**src/rtl/morse_pkg.sv**
```systemverilog
// rtl/morse_pkg.sv - shared Morse state, code-format and timing constants.
package morse_pkg;

  typedef enum logic [2:0] {
    IDLE  = 3'd0,
    LOAD  = 3'd1,
    MARK  = 3'd2,
    SPACE = 3'd3,
    GAP   = 3'd4
  } state_t;

  localparam int LEN_W = 3;
  localparam int PAT_W = 5;

  localparam int DASH_UNITS           = 3;
  localparam int LETTER_GAP_UNITS     = 3;
  localparam int WORD_GAP_EXTRA_UNITS = 4;

  localparam logic [LEN_W+PAT_W-1:0] WORD_GAP_CODE = 8'b1110_0000;

  function automatic logic [7:0] fold_upper(input logic [7:0] c);
    return (c >= 8'h61 && c <= 8'h7A) ? c - 8'h20 : c;
  endfunction

endpackage

```
**src/rtl/ascii2morse_rom.sv**
```systemverilog
// rtl/ascii2morse_rom.sv - 256x8 synchronous ASCII to {len, pattern} ROM.
// Pattern: 1 = dash, first symbol in bit len-1; unsupported codes read 8'h00.
module ascii2morse_rom
  import morse_pkg::*;
(
  input  logic                   clk,
  input  logic                   en,
  input  logic [7:0]             addr,
  output logic [LEN_W+PAT_W-1:0] data
);

  logic [LEN_W+PAT_W-1:0] data_d;
  logic [LEN_W+PAT_W-1:0] data_q;

  always_comb begin
    data_d = 8'h00;
    case (addr)
      8'h20: data_d = WORD_GAP_CODE;
      8'h30: data_d = {3'd5, 5'b11111};
      8'h31: data_d = {3'd5, 5'b01111};
      8'h32: data_d = {3'd5, 5'b00111};
      8'h33: data_d = {3'd5, 5'b00011};
      8'h34: data_d = {3'd5, 5'b00001};
      8'h35: data_d = {3'd5, 5'b00000};
      8'h36: data_d = {3'd5, 5'b10000};
      8'h37: data_d = {3'd5, 5'b11000};
      8'h38: data_d = {3'd5, 5'b11100};
      8'h39: data_d = {3'd5, 5'b11110};
      8'h41: data_d = {3'd2, 5'b00001};
      8'h42: data_d = {3'd4, 5'b01000};
      8'h43: data_d = {3'd4, 5'b01010};
      8'h44: data_d = {3'd3, 5'b00100};
      8'h45: data_d = {3'd1, 5'b00000};
      8'h46: data_d = {3'd4, 5'b00010};
      8'h47: data_d = {3'd3, 5'b00110};
      8'h48: data_d = {3'd4, 5'b00000};
      8'h49: data_d = {3'd2, 5'b00000};
      8'h4A: data_d = {3'd4, 5'b00111};
      8'h4B: data_d = {3'd3, 5'b00101};
      8'h4C: data_d = {3'd4, 5'b00100};
      8'h4D: data_d = {3'd2, 5'b00011};
      8'h4E: data_d = {3'd2, 5'b00010};
      8'h4F: data_d = {3'd3, 5'b00111};
      8'h50: data_d = {3'd4, 5'b00110};
      8'h51: data_d = {3'd4, 5'b01101};
      8'h52: data_d = {3'd3, 5'b00010};
      8'h53: data_d = {3'd3, 5'b00000};
      8'h54: data_d = {3'd1, 5'b00001};
      8'h55: data_d = {3'd3, 5'b00001};
      8'h56: data_d = {3'd4, 5'b00001};
      8'h57: data_d = {3'd3, 5'b00011};
      8'h58: data_d = {3'd4, 5'b01001};
      8'h59: data_d = {3'd4, 5'b01011};
      8'h5A: data_d = {3'd4, 5'b01100};
      default: data_d = 8'h00;
    endcase
  end

  always_ff @(posedge clk) begin
    if (en) data_q <= data_d;
  end

  assign data = data_q;

endmodule

```
**src/rtl/morse_encoder.sv**
```systemverilog
// rtl/morse_encoder.sv - character-serial Morse keyer with unit timing.
// MORSE_TONE_EN adds a square-wave tone gated by key; otherwise tone is 0.
module morse_encoder
  import morse_pkg::*;
#(
  parameter int TIMER_FINAL_VALUE = 9_999_999,
  parameter int TONE_DIV          = 24_999
) (
  input  logic       clk,
  input  logic       reset,
  input  logic [7:0] in_data,
  input  logic       in_valid,
  output logic       in_ready,
  output logic       key,
  output logic       tone,
  output logic       busy,
  output logic       err
);

  localparam int TW = (TIMER_FINAL_VALUE > 0) ? $clog2(TIMER_FINAL_VALUE + 1) : 1;

  state_t                 state_q, state_d;
  logic [TW-1:0]          timer_q, timer_d;
  logic [1:0]             unit_q, unit_d;
  logic [2:0]             gap_cnt_q, gap_cnt_d;
  logic [2:0]             gap_len_q, gap_len_d;
  logic [2:0]             idx_q, idx_d;
  logic                   key_q, key_d;
  logic                   err_q, err_d;
  logic                   busy_q, busy_d;
  logic                   ready_q, ready_d;
  logic [LEN_W+PAT_W-1:0] code;
  logic [LEN_W-1:0]       code_len;
  logic [PAT_W-1:0]       code_pat;
  logic                   accept;
  logic                   tick;
  logic                   is_dash;

  assign accept   = in_valid & ready_q;
  assign code_len = code[LEN_W+PAT_W-1:PAT_W];
  assign code_pat = code[PAT_W-1:0];
  assign tick     = (timer_q == TW'(TIMER_FINAL_VALUE));
  assign is_dash  = code_pat[idx_q];

  // The ROM register doubles as the accepted-character register.
  ascii2morse_rom u_rom (
    .clk  (clk),
    .en   (accept),
    .addr (fold_upper(in_data)),
    .data (code)
  );

  always_comb begin
    state_d   = state_q;
    unit_d    = unit_q;
    gap_cnt_d = gap_cnt_q;
    gap_len_d = gap_len_q;
    idx_d     = idx_q;
    err_d     = 1'b0;
    timer_d   = tick ? '0 : timer_q + 1'b1;
    case (state_q)
      IDLE: begin
        timer_d = '0;
        if (accept) state_d = LOAD;
      end
      LOAD: begin
        timer_d   = '0;
        unit_d    = '0;
        gap_cnt_d = '0;
        if (code_len == '0) begin
          err_d   = 1'b1;
          state_d = IDLE;
        end else if (code == WORD_GAP_CODE) begin
          gap_len_d = 3'(WORD_GAP_EXTRA_UNITS);
          state_d   = GAP;
        end else begin
          idx_d   = code_len - 1'b1;
          state_d = MARK;
        end
      end
      MARK: begin
        if (tick) begin
          if (unit_q == (is_dash ? 2'(DASH_UNITS - 1) : 2'd0)) begin
            unit_d = '0;
            if (idx_q == '0) begin
              gap_len_d = 3'(LETTER_GAP_UNITS);
              gap_cnt_d = '0;
              state_d   = GAP;
            end else begin
              state_d = SPACE;
            end
          end else begin
            unit_d = unit_q + 1'b1;
          end
        end
      end
      SPACE: begin
        if (tick) begin
          idx_d   = idx_q - 1'b1;
          state_d = MARK;
        end
      end
      GAP: begin
        if (tick) begin
          if (gap_cnt_q == gap_len_q - 1'b1) begin
            gap_cnt_d = '0;
            state_d   = IDLE;
          end else begin
            gap_cnt_d = gap_cnt_q + 1'b1;
          end
        end
      end
      default: state_d = IDLE;
    endcase
    // Every element starts on a fresh unit boundary.
    if (state_d != state_q) timer_d = '0;
    key_d   = (state_d == MARK);
    busy_d  = (state_d != IDLE);
    ready_d = (state_d == IDLE);
  end

  always_ff @(posedge clk) begin
    if (reset) begin
      state_q   <= IDLE;
      timer_q   <= '0;
      unit_q    <= '0;
      gap_cnt_q <= '0;
      gap_len_q <= '0;
      idx_q     <= '0;
      key_q     <= 1'b0;
      err_q     <= 1'b0;
      busy_q    <= 1'b0;
      ready_q   <= 1'b1;
    end else begin
      state_q   <= state_d;
      timer_q   <= timer_d;
      unit_q    <= unit_d;
      gap_cnt_q <= gap_cnt_d;
      gap_len_q <= gap_len_d;
      idx_q     <= idx_d;
      key_q     <= key_d;
      err_q     <= err_d;
      busy_q    <= busy_d;
      ready_q   <= ready_d;
    end
  end

  assign key      = key_q;
  assign err      = err_q;
  assign busy     = busy_q;
  assign in_ready = ready_q;

`ifdef MORSE_TONE_EN
  localparam int DW = (TONE_DIV > 0) ? $clog2(TONE_DIV + 1) : 1;

  logic [DW-1:0] tone_cnt_q, tone_cnt_d;
  logic          sq_q, sq_d;

  // Held in reset while unkeyed so each mark starts with the same phase.
  always_comb begin
    tone_cnt_d = tone_cnt_q + 1'b1;
    sq_d       = sq_q;
    if (!key_q) begin
      tone_cnt_d = '0;
      sq_d       = 1'b0;
    end else if (tone_cnt_q == DW'(TONE_DIV)) begin
      tone_cnt_d = '0;
      sq_d       = ~sq_q;
    end
  end

  always_ff @(posedge clk) begin
    if (reset) begin
      tone_cnt_q <= '0;
      sq_q       <= 1'b0;
    end else begin
      tone_cnt_q <= tone_cnt_d;
      sq_q       <= sq_d;
    end
  end

  assign tone = key_q & sq_q;
`else
  logic unused_tone_div;
  assign unused_tone_div = ^TONE_DIV;
  assign tone = 1'b0;
`endif

endmodule

```
**config.mk**
```make
export PLATFORM = sky130hd
export DESIGN_NAME = morse_encoder
export DESIGN_NICKNAME = d
export VERILOG_FILES = /design/src/rtl/morse_pkg.sv /design/src/rtl/ascii2morse_rom.sv /design/src/rtl/morse_encoder.sv
export SDC_FILE = /design/constraint.sdc
export NUM_CORES = 1
export LEC_CHECK = 0
export BUFFER_PORTS_ARGS = -buffer_cell sky130_fd_sc_hd__buf_2
export CAP_MARGIN = 15
export CORE_MARGIN = 2
export CORE_UTILIZATION = 45
export CTS_BUF_LIST = sky130_fd_sc_hd__clkbuf_4 sky130_fd_sc_hd__clkbuf_8 sky130_fd_sc_hd__clkbuf_16
export CTS_CLUSTER_DIAMETER = 40
export DETAILED_ROUTE_END_ITERATION = 12
export PLACE_DENSITY = 0.67
export SLEW_MARGIN = 20
export SYNTH_ARGS = -nofsm -noshare
export SYNTH_HDL_FRONTEND = slang
export SYNTH_SLANG_ARGS = --single-unit
export TNS_END_PERCENT = 20
```
**constraint.sdc**
```tcl
create_clock -name clk -period 3.9 [get_ports clk]
set_input_delay 0.39 -clock clk [delete_from_list [all_inputs] [get_ports clk]]
set_output_delay 0.39 -clock clk [all_outputs]
set_load 0.1 [all_outputs]
```
==> results of run 1 <==
## registers in the layout, indices dropped and copies added (netlist names)
| name | count |
|---|---|
| timer_q | 24 |
| u_rom.data | 8 |
| gap_cnt_q | 3 |
| idx_q | 3 |
| state_q | 3 |
| gap_len_q | 2 |
| unit_q | 2 |
| busy | 1 |
| err | 1 |
| in_ready | 1 |
| key | 1 |
## cell usage after synthesis, types with 7 or more instances
| master | instances | area, um^2 |
|---|---|---|
| and2_1 | 7 | 43.8 |
| edfxtp_1 | 8 | 240 |
| ha_1 | 10 | 125 |
| xnor2_1 | 11 | 96.3 |
| nand2_1 | 23 | 86.3 |
| o21ai_0 | 12 | 60.1 |
| xor2_1 | 14 | 123 |
| inv_1 | 13 | 48.8 |
| a21oi_1 | 19 | 95.1 |
| nand3_1 | 15 | 75.1 |
| clkbuf_1 | 7 | 26.3 |
| nand4b_1 | 7 | 61.3 |
| dfxtp_1 | 41 | 821 |
| nor2_1 | 56 | 210 |
## power by group
group / switching [mW] / internal (mW) / total [mW]
Sequential: 0.0126 / 0.531 / 0.543
Combinational: 0.114 / 0.0571 / 0.171
Clock: 0.169 / 0.135 / 0.304
## cells by family after synthesis
logic type / Yosys count / synth area share
XOR/XNOR: 25 / 0.0764
AND/OR/NAND/NOR: 154 / 0.280
flip-flops: 49 / 0.370
buffers and inverters: 27 / 0.0388
other: 1 / 0.00131
AO/OA/AOI/OAI: 71 / 0.164
multiplexers: 7 / 0.0257
adder cells (fa/ha/maj): 10 / 0.0436
## through the flow
step | std cells | area, um^2 | power [mW] | utilization | hold slack [ns]
floorplan | 344 | 2870 | 0.689 | - | 0.438
global placement | 421 | 2970 | 0.724 | 0.476 | 0.460
detailed placement | 421 | 2970 | 0.726 | 0.476 | 0.464
CTS | 429 | 3060 | 1.03 | 0.491 | 0.442
global route | 429 | 3060 | 1.07 | 0.491 | 0.477
finish | 429 | 3060 | 1.02 | 0.491 | 0.455
## layout by cell type (no fill, tap or decap), types with 4 or more instances in the layout
cell type	count
xor2_1	14
ha_1	10
o22ai_1	4
nand3_1	15
nand4_1	5
nand2_1	23
mux2i_1	4
o211ai_1	4
and2_1	7
nor2b_1	5
clkbuf_8	5
buf_2	14
and3_1	4
a21oi_1	19
or4_1	4
nor3_1	5
edfxtp_1	8
nor2_1	56
o32ai_1	4
dfxtp_1	41
inv_1	13
xnor2_1	11
nand4b_1	7
or3_1	4
o21ai_0	12
a31oi_1	4
## worst min-delay path by stage
stage	from	endpoint	slack (ns)	cells past startpoint
floorplan	timer_q[0]	timer_q[0]	0.44	1
global placement	timer_q[0]	timer_q[0]	0.46	1
detailed placement	gap_len_q[1]	gap_len_q[1]	0.46	2
CTS	reset	gap_cnt_q[0]	0.44	2
global route	reset	state_q[0]	0.48	2
finish	reset	gap_cnt_q[0]	0.45	2
## area by class of cell
cell class	count	area (um^2)
fillers	614	3180
multi-input cells	268	1700
flip-flops and latches	49	1060
well taps	77	96.3
clock buffers	6	76.3
repair buffers	14	70.1
inverters	13	48.8
clock inverters	2	13.8
## routing by layer
layer	share of wire	vias up	track usage
met5	0	-	0
met4	0.013	0	0.0484
met3	0.040	7	0.0336
met2	0.47	50	0.285
met1	0.48	1129	0.220
li1	-	1247	-
==> results.sh, run 1 <==
export IMPL_status="complete, no violations"
export IMPL_clk_pin_slew_worst_paths_ns=0.10
export IMPL_max_stage_delay_ns=0.63
export IMPL_arrival_ns=2.67
export IMPL_critPathBufInv=0
export IMPL_cts_buffer_depth=2
export IMPL_crit_path_end_kind="register"
export IMPL_syn_to_final_growth_pct=6.76
export IMPL_worstSetupPathType="reg2reg"
export IMPL_reg2reg_depth=7
export IMPL_seq_area_frac_synth=0.370
export IMPL_layout_setup_ws_ns=1.42
export IMPL_crit_reg2reg_capture="gap_cnt_q[0]"
export IMPL_critical_path_max_fanout=8
export IMPL_pre_cts_ws_ns=1.41
export IMPL_antenna_found_initial=0
export IMPL_tightest_slew_ns=0.778
export IMPL_critical_path_depth=7
export IMPL_htreeDepth=2
export IMPL_insertion_delay_ns=0.30
export IMPL_hp_class="in2reg"
export IMPL_std_cell_rows=29
export IMPL_worstReg2RegStart="timer_q[0]"
export IMPL_maxCapViolCount=0
export IMPL_relSlewSlack=0.477
export IMPL_fin_crit_ns=2.48
export IMPL_postCtsSetupRepairBufs=0
export IMPL_die_h_um=83.8
export IMPL_grt_first_pass_wirelength_um=9980
export IMPL_drtIter0Drc=120
export IMPL_final_antenna_net_count=0
export IMPL_antenna_cells=0
export IMPL_synth_fp_nets=365
export IMPL_asyncSetResetFlopFracSynth=0
export IMPL_powerDensity_mw_per_mm2=333
export IMPL_startpoint_type="register"
export IMPL_synth_area_mm2=0.00287
export IMPL_port_buffers=14
export IMPL_dpl_hpwl_um=4130
export IMPL_leakage_nw=1.07
export IMPL_rsz0062_at_grt="false"
export IMPL_grt_usage=0.169
export IMPL_worstPathRequired_ns=4.09
export IMPL_drv_slew=0
export IMPL_core_mm2=0.00624
export IMPL_finalSetupViolations=0
export IMPL_final_hold_violation_count=0
export IMPL_fmax_ghz=0.403
export IMPL_synth_seq_cells=49
export IMPL_startpoint="timer_q[0]"
export IMPL_synth_avg_cell_area_um2=8.34
export IMPL_clkSinkCount=49
export IMPL_drive_above_1_share=0.0909
export IMPL_cts_tree="done"
export IMPL_globalplace_congestion=0.868
export IMPL_ios=16
export IMPL_routedWlPerCell_um=13.0
export IMPL_synth_flop_cell="dfxtp_1"
export IMPL_num_vias=2433
export IMPL_routed_wl_um=5570
export IMPL_ir_drop_mv=0.192
export IMPL_slowest_stage="or4_1"
export IMPL_start_util=0.460
export IMPL_path_cells="ha_1 -> and2_1 -> nand2_1 -> or4_1 -> or3_1 -> a31oi_1 -> nor2_1"
export IMPL_synth_cell_types=58
export IMPL_setup_tns_ns=0
export IMPL_cts_root_buf="clkbuf_8"
export IMPL_syn_instance_count=344
export IMPL_min_period_over_period=0.636
export IMPL_path_delay_family="simple AND/OR/NAND/NOR gates"
export IMPL_drt_vias_per_instance=5.67
export IMPL_die_w_um=83.8
export IMPL_cts_made_buffers=5
export IMPL_drc=0
export IMPL_grt_max_degree=24
export IMPL_grt_remaining_overflow=0
export IMPL_die_area_mm2=0.00703
export IMPL_first_global_vias=2309
export IMPL_cts_repair_resized=0
export IMPL_finalNetCount=372
export IMPL_cp_endpoint="gap_cnt_q[0]"
export IMPL_cts_hold_buf=0
export IMPL_synth_yosys_warnings=0
export IMPL_dr_pass1_iters=4
export IMPL_clock_skew_ns=0.0125
export IMPL_synth_edf_count=8
export IMPL_r2r_slack_ns=1.42
Power figures use the tool's default switching activity.
==> run 2: changes to the inputs <==
--- a/config.mk
+++ b/config.mk
@@ -12,7 +12,7 @@
 export CTS_BUF_LIST = sky130_fd_sc_hd__clkbuf_4 sky130_fd_sc_hd__clkbuf_8 sky130_fd_sc_hd__clkbuf_16
 export CTS_CLUSTER_DIAMETER = 40
 export DETAILED_ROUTE_END_ITERATION = 12
-export PLACE_DENSITY = 0.67
+export PLACE_DENSITY = 0.69
 export SLEW_MARGIN = 20
 export SYNTH_ARGS = -nofsm -noshare
 export SYNTH_HDL_FRONTEND = slang
==> constraint.sdc (replaced) <==
create_clock -name clk -period 2.1 [get_ports clk]
set_input_delay 0.21 -clock clk [delete_from_list [all_inputs] [get_ports clk]]
set_output_delay 0.21 -clock clk [all_outputs]
set_load 0.1 [all_outputs]
==> run 2 against run 1 <==
  * Worst setup slack got worse by 1.4 ns
  * Highest routed layer unchanged
  * Critical path depth down 1
  * Critical endpoint unchanged
  * Die area unchanged
  * Power is 95% higher
  * Via count increased by 4.5%
  * Register-to-register slack worse by 1.4 ns
  * Non-clock buffer count is 20 higher
  * Sequential power rose by 86%
  * Combinational power increased by 100%
  * Wire length grew 5.5%
  * Fmax rose by 22%
  * Cell area is 8.1% higher
==> results.sh, run 2 (synthesis results as in run 1) <==
export IMPL_tightest_slew_ns=0.490
export IMPL_cts_made_buffers=5
export IMPL_finalNetCount=392
export IMPL_antenna_found_initial=0
export IMPL_max_stage_delay_ns=0.43
export IMPL_fmax_ghz=0.492
export IMPL_slowest_stage="or3_4"
export IMPL_die_h_um=83.8
export IMPL_utilization=0.530
export IMPL_startpoint="idx_q[0]"
export IMPL_htreeDepth=2
export IMPL_drtIter0Drc=96
export IMPL_num_vias=2543
export IMPL_min_period_over_period=0.968
export IMPL_r2r_slack_ns=0.07
export IMPL_final_hold_violation_count=0
export IMPL_std_cell_rows=29
export IMPL_reg2reg_depth=6
export IMPL_worstReg2RegStart="idx_q[0]"
export IMPL_grt_usage=0.169
export IMPL_powerDensity_mw_per_mm2=601
export IMPL_hold_depth=2
export IMPL_globalplace_congestion=0.951
export IMPL_crit_path_end_kind="register"
export IMPL_worstPathRequired_ns=2.29
export IMPL_post_dp_cell_area_mm2=0.00314
export IMPL_ios=16
export IMPL_critical_path_max_fanout=7
export IMPL_mostFrequentLayoutCells="nor2_1 (56), dfxtp_1 (37), nand2_1 (23), buf_4 (19), a21oi_1 (18)"
export IMPL_final_common_cell="nor2_1"
export IMPL_grt_first_pass_wirelength_um=9980
export IMPL_drt_vias_per_instance=5.66
export IMPL_dr_pass1_iters=4
export IMPL_die_w_um=83.8
export IMPL_fin_crit_ns=2.03
export IMPL_die_area_mm2=0.00703
export IMPL_arrival_ns=2.22
export IMPL_clk_pin_slew_worst_paths_ns=0.09
export IMPL_drc=0
export IMPL_insertion_delay_ns=0.30
export IMPL_hold_end="state_q[0]"
export IMPL_maxCapViolCount=0
export IMPL_dpl_hpwl_um=4340
export IMPL_antenna_cells=0
export IMPL_clock_skew_ns=0.0118
export IMPL_grt_max_degree=24
export IMPL_cts_tree="done"
export IMPL_finalSetupViolations=0
export IMPL_ir_drop_mv=0.376
export IMPL_drive_above_1_share=0.177
export IMPL_cts_buffer_depth=2
export IMPL_crit_reg2reg_capture="gap_cnt_q[0]"
export IMPL_cts_hold_buf=0
export IMPL_leakage_nw=1.19
export IMPL_relSlewSlack=0.670
export IMPL_port_buffers=14
export IMPL_final_antenna_net_count=0
export IMPL_largest_reg_flops=24
export IMPL_clkSinkCount=49
export IMPL_largest_register="timer_q"
export IMPL_first_global_vias=2288
export IMPL_worstSetupPathType="reg2reg"
export IMPL_drv_slew=0
export IMPL_core_mm2=0.00624
export IMPL_fin_area_mm2=0.00331
export IMPL_status="complete, no violations"
export IMPL_worst_path_most_repeated_cell="mux2_2"
export IMPL_cts_root_buf="clkbuf_8"
export IMPL_routed_wl_um=5870
export IMPL_rsz0062_at_grt="true"
export IMPL_start_util=0.460
export IMPL_routedWlPerCell_um=13.1
export IMPL_startpoint_type="register"
export IMPL_syn_to_final_growth_pct=15.4
export IMPL_hold_start="reset"
export IMPL_path_cells="mux2_2 -> a22oi_2 -> mux2_2 -> or3_4 -> a31oi_1 -> nor2_1"
export IMPL_grt_remaining_overflow=0
export IMPL_hp_class="in2reg"
[run 2: stage by stage]
stage / setup slack [ns] / power [mW] / hold WS [ns] / std cells / TNS, ns
3_3_place_gp: -0.00100 / 1.35 / 0.460 / 440 / -0.00100
3_5_place_dp: -0.0240 / 1.36 / 0.471 / 440 / -0.0731
5_1_grt: -0.0449 / 2.08 / 0.277 / 449 / -0.166
2_1_floorplan: -0.0428 / 1.28 / 0.416 / 344 / -0.0958
4_1_cts: 0.00739 / 2.00 / 0.266 / 448 / 0
6_report: 0.0681 / 1.99 / 0.274 / 449 / 0
[run 2: what timing repair did]
| action | CTS | global route |
|---|---|---|
| gates resized for setup | 3 | 9 |
| setup buffers | 0 | 1 |
| pin swaps | 0 | 2 |
| hold endpoints to repair | 0 | 0 |
| setup endpoints to repair | 4 | 7 |
[run 2: worst max path at each step]
stage	slack (ns)	to	cells past startpoint
finish	0.07	gap_cnt_q[0]	6
detailed placement	-0.02	gap_cnt_q[0]	6
CTS	0.007	idx_q[1]	7
global placement	-0.001	gap_cnt_q[0]	6
floorplan	-0.04	gap_cnt_q[0]	8
global route	-0.04	idx_q[1]	7
[run 2: layer usage]
layer,track usage,vias to the layer above,wire length [um],part of all wire
li1,-,1286,-,-
met1,0.226,1205,2880,0.49
met2,0.272,48,2720,0.46
met3,0.0346,4,227,0.039
met4,0.0572,0,42,0.0072
met5,0,-,0,0
[run 2: where the power goes]
part	internal [mW]	total [mW]	switching (mW)
clock network	0.323	0.639	0.316
registers	0.986	1.01	0.0206
logic	0.119	0.342	0.223
total	1.43	1.99	0.559
[run 2: worst max-delay path, delay by kind of cell (launching register included)]
kind,cells,cell delay (ns)
DFF,1,0.35
muxes,2,0.71
and+or+nand+nor,2,0.48
AOI/OAI and AO/OA,2,0.38
[run 2: final cells by class]
type	count	area, um^2
Sequential cell	49	1070
Clock inverter	1	8.76
Timing Repair Buffer	34	233
Tap cell	77	96.3
Clock buffer	7	101
Multi-Input combinational cell	268	1750
Inverter	13	48.8
Fill cell	601	2930
